### src/rtl/csl_pkg.sv
// Shared definitions for the console run-control register block:
// register addresses, CTRL/STAT bit positions and FSM state encoding.
package csl_pkg;

    localparam logic [1:0] ADDR_CTRL = 2'd0;
    localparam logic [1:0] ADDR_STAT = 2'd1;
    localparam logic [1:0] ADDR_RSV2 = 2'd2;
    localparam logic [1:0] ADDR_RSV3 = 2'd3;

    // CTRL register bits (bus numbering 0:35, bit 35 is the LSB)
    localparam int BIT_RUN  = 35;
    localparam int BIT_CONT = 34;
    localparam int BIT_EXEC = 33;
    localparam int BIT_HIEN = 32;

    // STAT register bits
    localparam int BIT_CPURUN  = 35;
    localparam int BIT_CPUCONT = 34;
    localparam int BIT_CPUEXEC = 33;
    localparam int BIT_CPUHALT = 32;
    localparam int BIT_HEVT    = 31;
    localparam int BIT_TOERR   = 30;

    typedef enum logic {
        ST_IDLE = 1'b0,
        ST_PEND = 1'b1
    } state_e;

endpackage

### src/rtl/csl_run_ctrl_edge.sv
// Rising-edge detector for the CPU halt status; the delayed copy is the
// haltD register that reset clears.
module csl_edge_det (
    input  logic clk,
    input  logic rst,
    input  logic sig_i,
    output logic rise_o
);

    logic sig_q;

    // One-cycle delayed copy of the monitored signal
    always_ff @(posedge clk) begin
        if (rst) sig_q <= 1'b0;
        else     sig_q <= sig_i;
    end

    assign rise_o = sig_i & ~sig_q;

endmodule

### src/rtl/csl_run_ctrl.sv
// Console run-control register block. Turns CTRL writes into a cslSET
// strobe that is held until the CPU clock enable samples it (or a timeout
// expires), and exposes CPU status plus a halt-event interrupt.
//
// state | meaning
// IDLE  | no request outstanding, CTRL writes accepted
// PEND  | cslSET asserted, waiting for clken or timeout
module csl_run_ctrl
    import csl_pkg::*;
#(
    parameter int TOCNT = 1024,
    parameter int TOW   = 11
) (
    input  logic        clk,
    input  logic        rst,
    input  logic        clken,
    input  logic        regWR,
    input  logic        regRD,
    input  logic [1:0]  regADDR,
    input  logic [0:35] regDATI,
    output logic [0:35] regDATO,
    output logic        regACK,
    input  logic        cpuRUN,
    input  logic        cpuCONT,
    input  logic        cpuEXEC,
    input  logic        cpuHALT,
    output logic        cslSET,
    output logic        cslRUN,
    output logic        cslCONT,
    output logic        cslEXEC,
    output logic        cslINTR
);

    localparam logic [TOW-1:0] TO_LAST = TOW'(TOCNT - 1);

    state_e          state_q, state_d;
    logic [TOW-1:0]  timer_q, timer_d;
    logic            set_q, set_d;
    logic            run_q, run_d, cont_q, cont_d, exec_q, exec_d, hien_q, hien_d;
    logic            hevt_q, hevt_d, toerr_q, toerr_d;
    logic            intr_q, ack_q, ack_d;
    logic [0:35]     dato_q, dato_d;
    logic            done, to_hit, halt_rise;
    logic            wr_ctrl, wr_stat, rd_only, oth_xfer;
    logic            unused_dati;

    // A simultaneous read is ignored when a write is present.
    assign wr_ctrl  = regWR && (regADDR == ADDR_CTRL);
    assign wr_stat  = regWR && (regADDR == ADDR_STAT);
    assign rd_only  = regRD && !regWR;
    assign oth_xfer = rd_only || (regWR && (regADDR != ADDR_CTRL));

    assign unused_dati = ^regDATI[0:29];

    csl_edge_det u_halt_edge (
        .clk    (clk),
        .rst    (rst),
        .sig_i  (cpuHALT),
        .rise_o (halt_rise)
    );

    // Request FSM: CTRL capture, cslSET hold and timeout
    always_comb begin
        state_d = state_q;
        timer_d = timer_q;
        set_d   = set_q;
        run_d   = run_q;
        cont_d  = cont_q;
        exec_d  = exec_q;
        hien_d  = hien_q;
        done    = 1'b0;
        to_hit  = 1'b0;
        case (state_q)
            ST_IDLE: begin
                if (wr_ctrl) begin
                    run_d   = regDATI[BIT_RUN];
                    cont_d  = regDATI[BIT_CONT];
                    exec_d  = regDATI[BIT_EXEC];
                    hien_d  = regDATI[BIT_HIEN];
                    set_d   = 1'b1;
                    timer_d = '0;
                    state_d = ST_PEND;
                end
            end
            ST_PEND: begin
                // clken on the last timer cycle still counts as success
                if (clken) begin
                    set_d   = 1'b0;
                    done    = 1'b1;
                    state_d = ST_IDLE;
                end else if (timer_q == TO_LAST) begin
                    set_d   = 1'b0;
                    done    = 1'b1;
                    to_hit  = 1'b1;
                    state_d = ST_IDLE;
                end else begin
                    timer_d = timer_q + TOW'(1);
                end
            end
            default: state_d = ST_IDLE;
        endcase
    end

    // Status bits, acknowledge and read data
    always_comb begin
        hevt_d  = hevt_q;
        toerr_d = toerr_q;
        ack_d   = done || oth_xfer;
        dato_d  = '0;
        if (wr_stat) begin
            if (regDATI[BIT_HEVT])  hevt_d  = 1'b0;
            if (regDATI[BIT_TOERR]) toerr_d = 1'b0;
        end
        // New events override a same-cycle clear
        if (halt_rise) hevt_d  = 1'b1;
        if (to_hit)    toerr_d = 1'b1;
        if (rd_only) begin
            case (regADDR)
                ADDR_CTRL: begin
                    dato_d[BIT_RUN]  = run_q;
                    dato_d[BIT_CONT] = cont_q;
                    dato_d[BIT_EXEC] = exec_q;
                    dato_d[BIT_HIEN] = hien_q;
                end
                ADDR_STAT: begin
                    dato_d[BIT_CPURUN]  = cpuRUN;
                    dato_d[BIT_CPUCONT] = cpuCONT;
                    dato_d[BIT_CPUEXEC] = cpuEXEC;
                    dato_d[BIT_CPUHALT] = cpuHALT;
                    dato_d[BIT_HEVT]    = hevt_q;
                    dato_d[BIT_TOERR]   = toerr_q;
                end
                default: dato_d = '0;
            endcase
        end
    end

    // State and output registers
    always_ff @(posedge clk) begin
        if (rst) begin
            state_q <= ST_IDLE;
            timer_q <= '0;
            set_q   <= 1'b0;
            run_q   <= 1'b0;
            cont_q  <= 1'b0;
            exec_q  <= 1'b0;
            hien_q  <= 1'b0;
            hevt_q  <= 1'b0;
            toerr_q <= 1'b0;
            intr_q  <= 1'b0;
            ack_q   <= 1'b0;
            dato_q  <= '0;
        end else begin
            state_q <= state_d;
            timer_q <= timer_d;
            set_q   <= set_d;
            run_q   <= run_d;
            cont_q  <= cont_d;
            exec_q  <= exec_d;
            hien_q  <= hien_d;
            hevt_q  <= hevt_d;
            toerr_q <= toerr_d;
            intr_q  <= hevt_q & hien_q;
            ack_q   <= ack_d;
            dato_q  <= dato_d;
        end
    end

    assign cslSET  = set_q;
    assign cslRUN  = run_q;
    assign cslCONT = cont_q;
    assign cslEXEC = exec_q;
    assign cslINTR = intr_q;
    assign regACK  = ack_q;
    assign regDATO = dato_q;

endmodule

### config.mk
export PLATFORM = sky130hd
export DESIGN_NAME = csl_run_ctrl
export DESIGN_NICKNAME = d
export VERILOG_FILES = /design/src/rtl/csl_pkg.sv /design/src/rtl/csl_run_ctrl_edge.sv /design/src/rtl/csl_run_ctrl.sv
export SDC_FILE = /design/constraint.sdc
export NUM_CORES = 1
export LEC_CHECK = 0
export BUFFER_PORTS_ARGS = -buffer_cell sky130_fd_sc_hd__buf_2
export CORE_ASPECT_RATIO = 1.75
export CORE_MARGIN = 4
export CORE_UTILIZATION = 38
export CTS_CLUSTER_DIAMETER = 200
export DETAILED_ROUTE_END_ITERATION = 10
export PLACE_DENSITY_LB_ADDON = 0.1
export SLEW_MARGIN = 20
export SYNTH_ARGS = -nofsm -noshare
export SYNTH_HDL_FRONTEND = slang
export SYNTH_SLANG_ARGS = --single-unit
### constraint.sdc
create_clock -name clk -period 1.4 [get_ports clk]
set_input_delay 0.28 -clock clk [delete_from_list [all_inputs] [get_ports clk]]
set_output_delay 0.28 -clock clk [all_outputs]
set_load 0.005 [all_outputs]
[Yosys cells after proc, flatten, opt, wreduce, memory -nomap -nowiden]
Cells that the tools add are included.
Cells by class
  multiplexer cells: 24
  reduce and logical (&&, ||, !) cells: 20
  equal/unequal tests: 6
  $add $sub $neg: 1
  bitwise logic cells: 6
Operators with widths (number)
  2-to-1 mux 11 bit: 3
  one-hot mux 11 bit (2 select lines): 1
  2-to-1 mux 1 bit: 17
  adder 11 x 1 -> 11 bit (second input constant): 1
  equality test 11 x 10 -> 1 bit (second input constant): 1
  nonzero test 2 bit: 5
  one-hot mux 4 bit (2 select lines): 1
  AND reduction 2 bit: 4
  inequality test 2 bit (second input constant): 3
  logical AND 1 bit: 4
  NOT 1 bit: 4
  one-hot mux 1 bit (2 select lines): 2
  inequality test 3 x 2 -> 1 bit (second input constant): 1
  AND reduction 3 bit: 1
  OR reduction 3 bit: 1
  bitwise AND 1 bit: 2
  equality test 2 x 1 -> 1 bit (second input constant): 1
  logical NOT 2 bit: 1
  logical OR 1 bit: 2
  OR reduction 2 bit: 1
  logical NOT 1 bit: 1
Storage, ports and cells
  logic and storage cells: 72
  output and inout port bits: 42
  bits of input ports: 47
  bits in registers: 58

[Longest topological paths before layout]
  depth after elaboration: 6
  mapped depth: 6
  mapped depth without buffers: 5

[Hierarchy]
From an unflattened synthesis, not the netlist that was laid out.
Unflattened totals
  cell total of the unflattened synthesis: 170
  area total of the unflattened synthesis: 1485.2 um2
By module, submodules not included
  csl_run_ctrl: cells each 167, area an instance 1437.6 um2, sequential area each 540.5 um2, times used 1
  csl_edge_det: cells each 3, area an instance 47.5 um2, sequential area each 20.0 um2, times used 1

[Worst setup path before layout]
Ideal clock, no wire load.
  kind: register to register
  start point: reg timer_q[0]
  end point: reg timer_q[2]
  stages on the path, launching flop included: 7
  arrival time: 1.466 ns
  setup time: 0.091 ns
  setup slack: -0.157 ns
  required time: 1.309 ns
  period minus slack after synthesis: 1.557 ns
  path through: dfxtp_1 > ha_1 > nand2_1 > o41ai_4 > buf_6 > nand2_4 > a311oi_1
Between the ends
  cells in the longest elaborated chain, start to end: 4
RTL lines
  start, declared: line csl_run_ctrl.sv:37  | logic [TOW-1:0] timer_q, timer_d;
  start signal, assigned: line csl_run_ctrl.sv:155  | timer_q <= timer_d;
  adder 11 x 1 -> 11 bit: line csl_run_ctrl.sv:97  | timer_d = timer_q + TOW'(1);
  2-to-1 mux 11 bit: line csl_run_ctrl.sv:91  | end else if (timer_q == TO_LAST) begin
  2-to-1 mux 11 bit: line csl_run_ctrl.sv:87  | if (clken) begin
  one-hot mux 11 bit (2 select lines): line csl_run_ctrl.sv:73  | case (state_q)
Several ways; a longest one is shown, not always the timed one. The select of a mux whose other input is x is not followed.
A chain may end at the register's enable or synchronous reset.

[Worst setup path after layout]
  start point: reg timer_q[4]
  end point: reg timer_q[7]
The elaborated chain is that of the path after synthesis.

==> Implementation_results.wiki <==
{| class="wikitable"
! Metric !! Value
|-
| Layout-stage area growth over the synthesis result || 36.9%
|-
| Global routing met3 resource utilization || 1.99%
|-
| Critical path data arrival time || 1.73 ns
|-
| Largest fanout of any net on the critical path || 4
|-
| Number of top-level design ports || 89
|-
| Vias in the first global route || 1294
|-
| Category of the critical setup timing path || flip-flop to flip-flop
|-
| Switching share of power || 23.4%
|-
| Cell type contributing the most total cell area after synthesis || sky130_fd_sc_hd__dfxtp_1
|-
| Placed Cells incl. Taps || 260
|-
| Final hold viol count || 0
|-
| Main combinational cell family by area after synthesis || simple AND/OR/NAND/NOR gates
|-
| Number of enable flip-flop cells after synthesis || 0
|-
| Class of the tightest hold or removal check || primary input to flip-flop
|-
| Wirelength, routed || 3.68 mm
|-
| Iteration count of the initial detailed-routing pass || 4
|-
| Clock latency at the later pin of the worst-skew pair || 0.27 ns
|-
| Max Fclk || 651 MHz
|-
| Relative contribution of sequential cells to total power || 55.9%
|-
| Timing startpoint of the critical path || timer_q[4]
|-
| Total placed instance area || 1770 sq um
|-
| Final weighted congestion of routability-driven global placement || 0.751
|-
| Fillcell total || 365
|-
| Total clock buffers created by CTS || 3
|-
| Net count, final || 272
|-
| Worst clock skew || 0.00544 ns
|-
| Synthesized area || 1450 sq um
|-
| Die boundary height || 89.7 um
|-
| Cell at the root of the clock tree || sky130_fd_sc_hd__clkbuf_8
|-
| Reg2reg path depth || 7
|-
| Number of distinct library cells after synthesis || 41
|-
| Gate count of the mapped netlist || 162
|-
| Clock tree from TritonCTS || yes
|-
| Number of antenna violations at the first check in global routing || 0
|-
| Asr flop ratio synth || 0%
|-
| Simple-gate area share of the yosys netlist || 24.4%
|-
| Number of buffers between clock root and the deepest sink || 2
|-
| Most used standard cell by instance count after synthesis || sky130_fd_sc_hd__buf_4
|-
| Violations in the final reports || setup timing
|-
| Core Area || 3660 sq um
|-
| Final Slew Violations || 0
|-
| Beginning of the worst register-to-register path || timer_q[4]
|-
| YS warnings || 0
|-
| Width of the die || 54.7 um
|-
| Average wire length per cell after detail routing || 13.7 um
|-
| Wire length of the first global-routing pass || 5.89 mm
|-
| Highest ir drop seen on vdd || 467 uV
|-
| Clk slew on worst S/H paths || 0.10 ns
|-
| Relative contribution of combinational cells to total power || 10.0%
|-
| Required time of the critical path || 1.60 ns
|-
| Crit start category || flip-flop
|-
| Port Buffer Count || 28
|-
| Largest net degree at the start of global routing || 20
|-
| Setup-failing EPs final || 10
|-
| Adder-cell share of the synthesized area || 0.863%
|-
| Commonest cells in the synthesized netlist || sky130_fd_sc_hd__buf_4, sky130_fd_sc_hd__dfxtp_1, sky130_fd_sc_hd__nand2_1, sky130_fd_sc_hd__nand3_1, sky130_fd_sc_hd__a21oi_1
|-
| Synth Flop Type || sky130_fd_sc_hd__dfxtp_1
|-
| Global routing usage on met2 || 32.0%
|-
| Starting DRC count in detailed routing || 15
|-
| Clock sink total || 28
|-
| Cell types occupying the most area after synthesis || sky130_fd_sc_hd__dfxtp_1, sky130_fd_sc_hd__buf_4, sky130_fd_sc_hd__nand2_1, sky130_fd_sc_hd__nand3_1, sky130_fd_sc_hd__a21oi_1
|-
| Via count normalized by instance count || 4.79
|-
| Proportion of power drawn by the clock network || 34.2%
|-
| Power per standard cell area || 737 nW/um^2
|-
| Site row count || 29
|-
| Status || finished, violations left
|-
| Xor/xnor cell area share of the yosys netlist || 0%
|-
| Capturing point of the worst reg2reg path || timer_q[7]
|-
| Initial core utilization || 39.6%
|-
| Number of synthesized register bits || 28
|-
| Number of max-cap violations || 0
|-
| Portion of the clock cycle consumed by the worst path in the final layout || 110%
|-
| Reported leakage power || 0.858 nW
|-
| Setup Slack @ Placement || -0.241 ns
|-
| Total internal power || 0.00112 W
|-
| Fraction of layout instances using a drive strength above 1 || 45.7%
|-
| DIE AREA || 4910 sq um
|-
| Crit path time final || 1.54 ns
|-
| Post-DRT Antenna Nets || 0
|-
| Slack of the critical path || -0.136 ns
|-
| Crit end category || flip-flop
|-
| GRT busiest layer || met2
|-
| Vias after detailed routing || 1289
|-
| Portion of the post-synthesis area used by sequential elements || 38.7%
|-
| Cell area after layout || 1990 sq um
|-
| Half-perimeter wire length after detailed placement || 2.88 mm
|-
| Unrepaired setup endpoints after global routing || true
|-
| Final standard cell count with taps included and fillers excluded || 269
|-
| Level count of the clock H-tree || 1
|-
| Register-to-register setup slack || -0.14 ns
|-
| Met1 demand-to-capacity share in global routing || 14.6%
|-
| Mean post-synth cell area || 8.95 sq um
|-
| Share of the synthesized area in the top cell type || 38.7%
|-
| Area of all sequential standard cells || 576 sq um
|-
| Compound-gate portion of the synthesized area || 17.3%
|-
| Setup crit end || timer_q[7]
|-
| Area used by multi-input combinational logic || 852 sq um
|-
| Total Routing Usage GR || 15.5%
|-
| DRC violation count after routing || 0
|-
| Sw power || 0.000342 W
|-
| Multiplexer share of the synthesized area || 0.690%
|-
| Remaining Overflow, GRT || 0
|-
| ANT cells || 0
|}
==> worst min-delay path by stage <==
stage	startpoint	endpoint	slack (ns)	depth (start not counted)
detailed placement	cslCONT	cslCONT	0.46	2
finish	cpuEXEC	regDATO[33]	0.24	2
CTS	cpuEXEC	regDATO[33]	0.23	2
floorplan	cpuHALT	u_halt_edge.sig_q	0.41	1
global placement	hevt_q	regDATO[31]	0.46	1
global route	cpuRUN	regDATO[35]	0.22	2
==> power groups by stage <==
| stage | Clock (W) | Sequential (W) | Combinational, W |
|---|---|---|---|
| 6_report | 0.000500 | 0.000817 | 0.000146 |
| 3_3_place_gp | 0 | 0.000837 | 0.000134 |
| 5_1_grt | 0.000553 | 0.000820 | 0.000162 |
| 3_5_place_dp | 0 | 0.000838 | 0.000137 |
| 2_1_floorplan | 0 | 0.000838 | 0.000133 |
| 4_1_cts | 0.000515 | 0.000817 | 0.000141 |
==> routing by layer <==
| metal | share of wire [%] | up-vias |
|---|---|---|
| met2 | 62 | 30 |
| met3 | 4.5 | 2 |
| met4 | 0.27 | 0 |
| li1 | - | 645 |
| met5 | 0 | - |
| met1 | 33 | 612 |
==> timing repair <==
action / CTS / global route
pin swaps: 13 / 7
hold buffers: 0 / 0
endpoints found under the hold margin: 0 / 0
gates resized for setup: 16 / 15
buffers inserted: 3 / 2
endpoints found under the setup margin: 13 / 15
cloned: 0 / 0
==> sequential cells by signal (all words and copies together) (netlist names) <==
signal,count
cslCONT,1
cslEXEC,1
cslINTR,1
cslRUN,1
cslSET,1
hevt_q,1
hien_q,1
regACK,1
regDATO,6
state_q,1
timer_q,11
toerr_q,1
u_halt_edge.sig_q,1
==> cell usage in the layout, fill, tap and decap left out, types with 4 or more instances in the layout <==
master	count
sky130_fd_sc_hd__a21oi_1	7
sky130_fd_sc_hd__a22o_1	4
sky130_fd_sc_hd__a31oi_1	6
sky130_fd_sc_hd__buf_2	28
sky130_fd_sc_hd__buf_4	27
sky130_fd_sc_hd__buf_6	7
sky130_fd_sc_hd__clkbuf_8	4
sky130_fd_sc_hd__conb_1	30
sky130_fd_sc_hd__dfxtp_1	18
sky130_fd_sc_hd__dfxtp_2	9
sky130_fd_sc_hd__nand2_1	15
sky130_fd_sc_hd__nand2b_1	5
sky130_fd_sc_hd__nand3_1	7
sky130_fd_sc_hd__nand3_2	4
sky130_fd_sc_hd__nor2_1	4
==> worst max-delay path, stage by stage (launching register included) <==
cell and delay (ns):
sky130_fd_sc_hd__dfxtp_4 0.39, sky130_fd_sc_hd__nand3_4 0.08, sky130_fd_sc_hd__buf_6 0.13, sky130_fd_sc_hd__o41ai_4 0.34, sky130_fd_sc_hd__buf_4 0.21, sky130_fd_sc_hd__buf_6 0.12
sky130_fd_sc_hd__nand3_1 0.07, sky130_fd_sc_hd__a31oi_1 0.13
==> logic make-up after synthesis <==
logic type      Yosys count
fa+ha+maj                 1
simple gates             62
compound gates           33
mux                       1
other cells               1
flops                    28
buf+inv                  36
==> cell type report <==
cell class,instances,area share [%]
inverter,1,0.189
sequential,28,29.0
tap,46,2.90
clock buffer,4,2.77
timing repair buffer,63,22.2
multi-input combinational,127,42.9
==> metrics by stage <==
stage / TNS [ns] / total power, W / util (%) / hold slack [ns]
CTS: -1.03 / 0.00147 / 52.1 / 0.234
detailed placement: -1.90 / 0.000975 / 48.4 / 0.463
floorplan: -0.0776 / 0.000970 / - / 0.408
finish: -1.17 / 0.00146 / 54.2 / 0.236
global placement: -1.68 / 0.000971 / 48.4 / 0.455
global route: -2.07 / 0.00153 / 54.2 / 0.225
No activity file was read; power rests on OpenSTA's default activity.
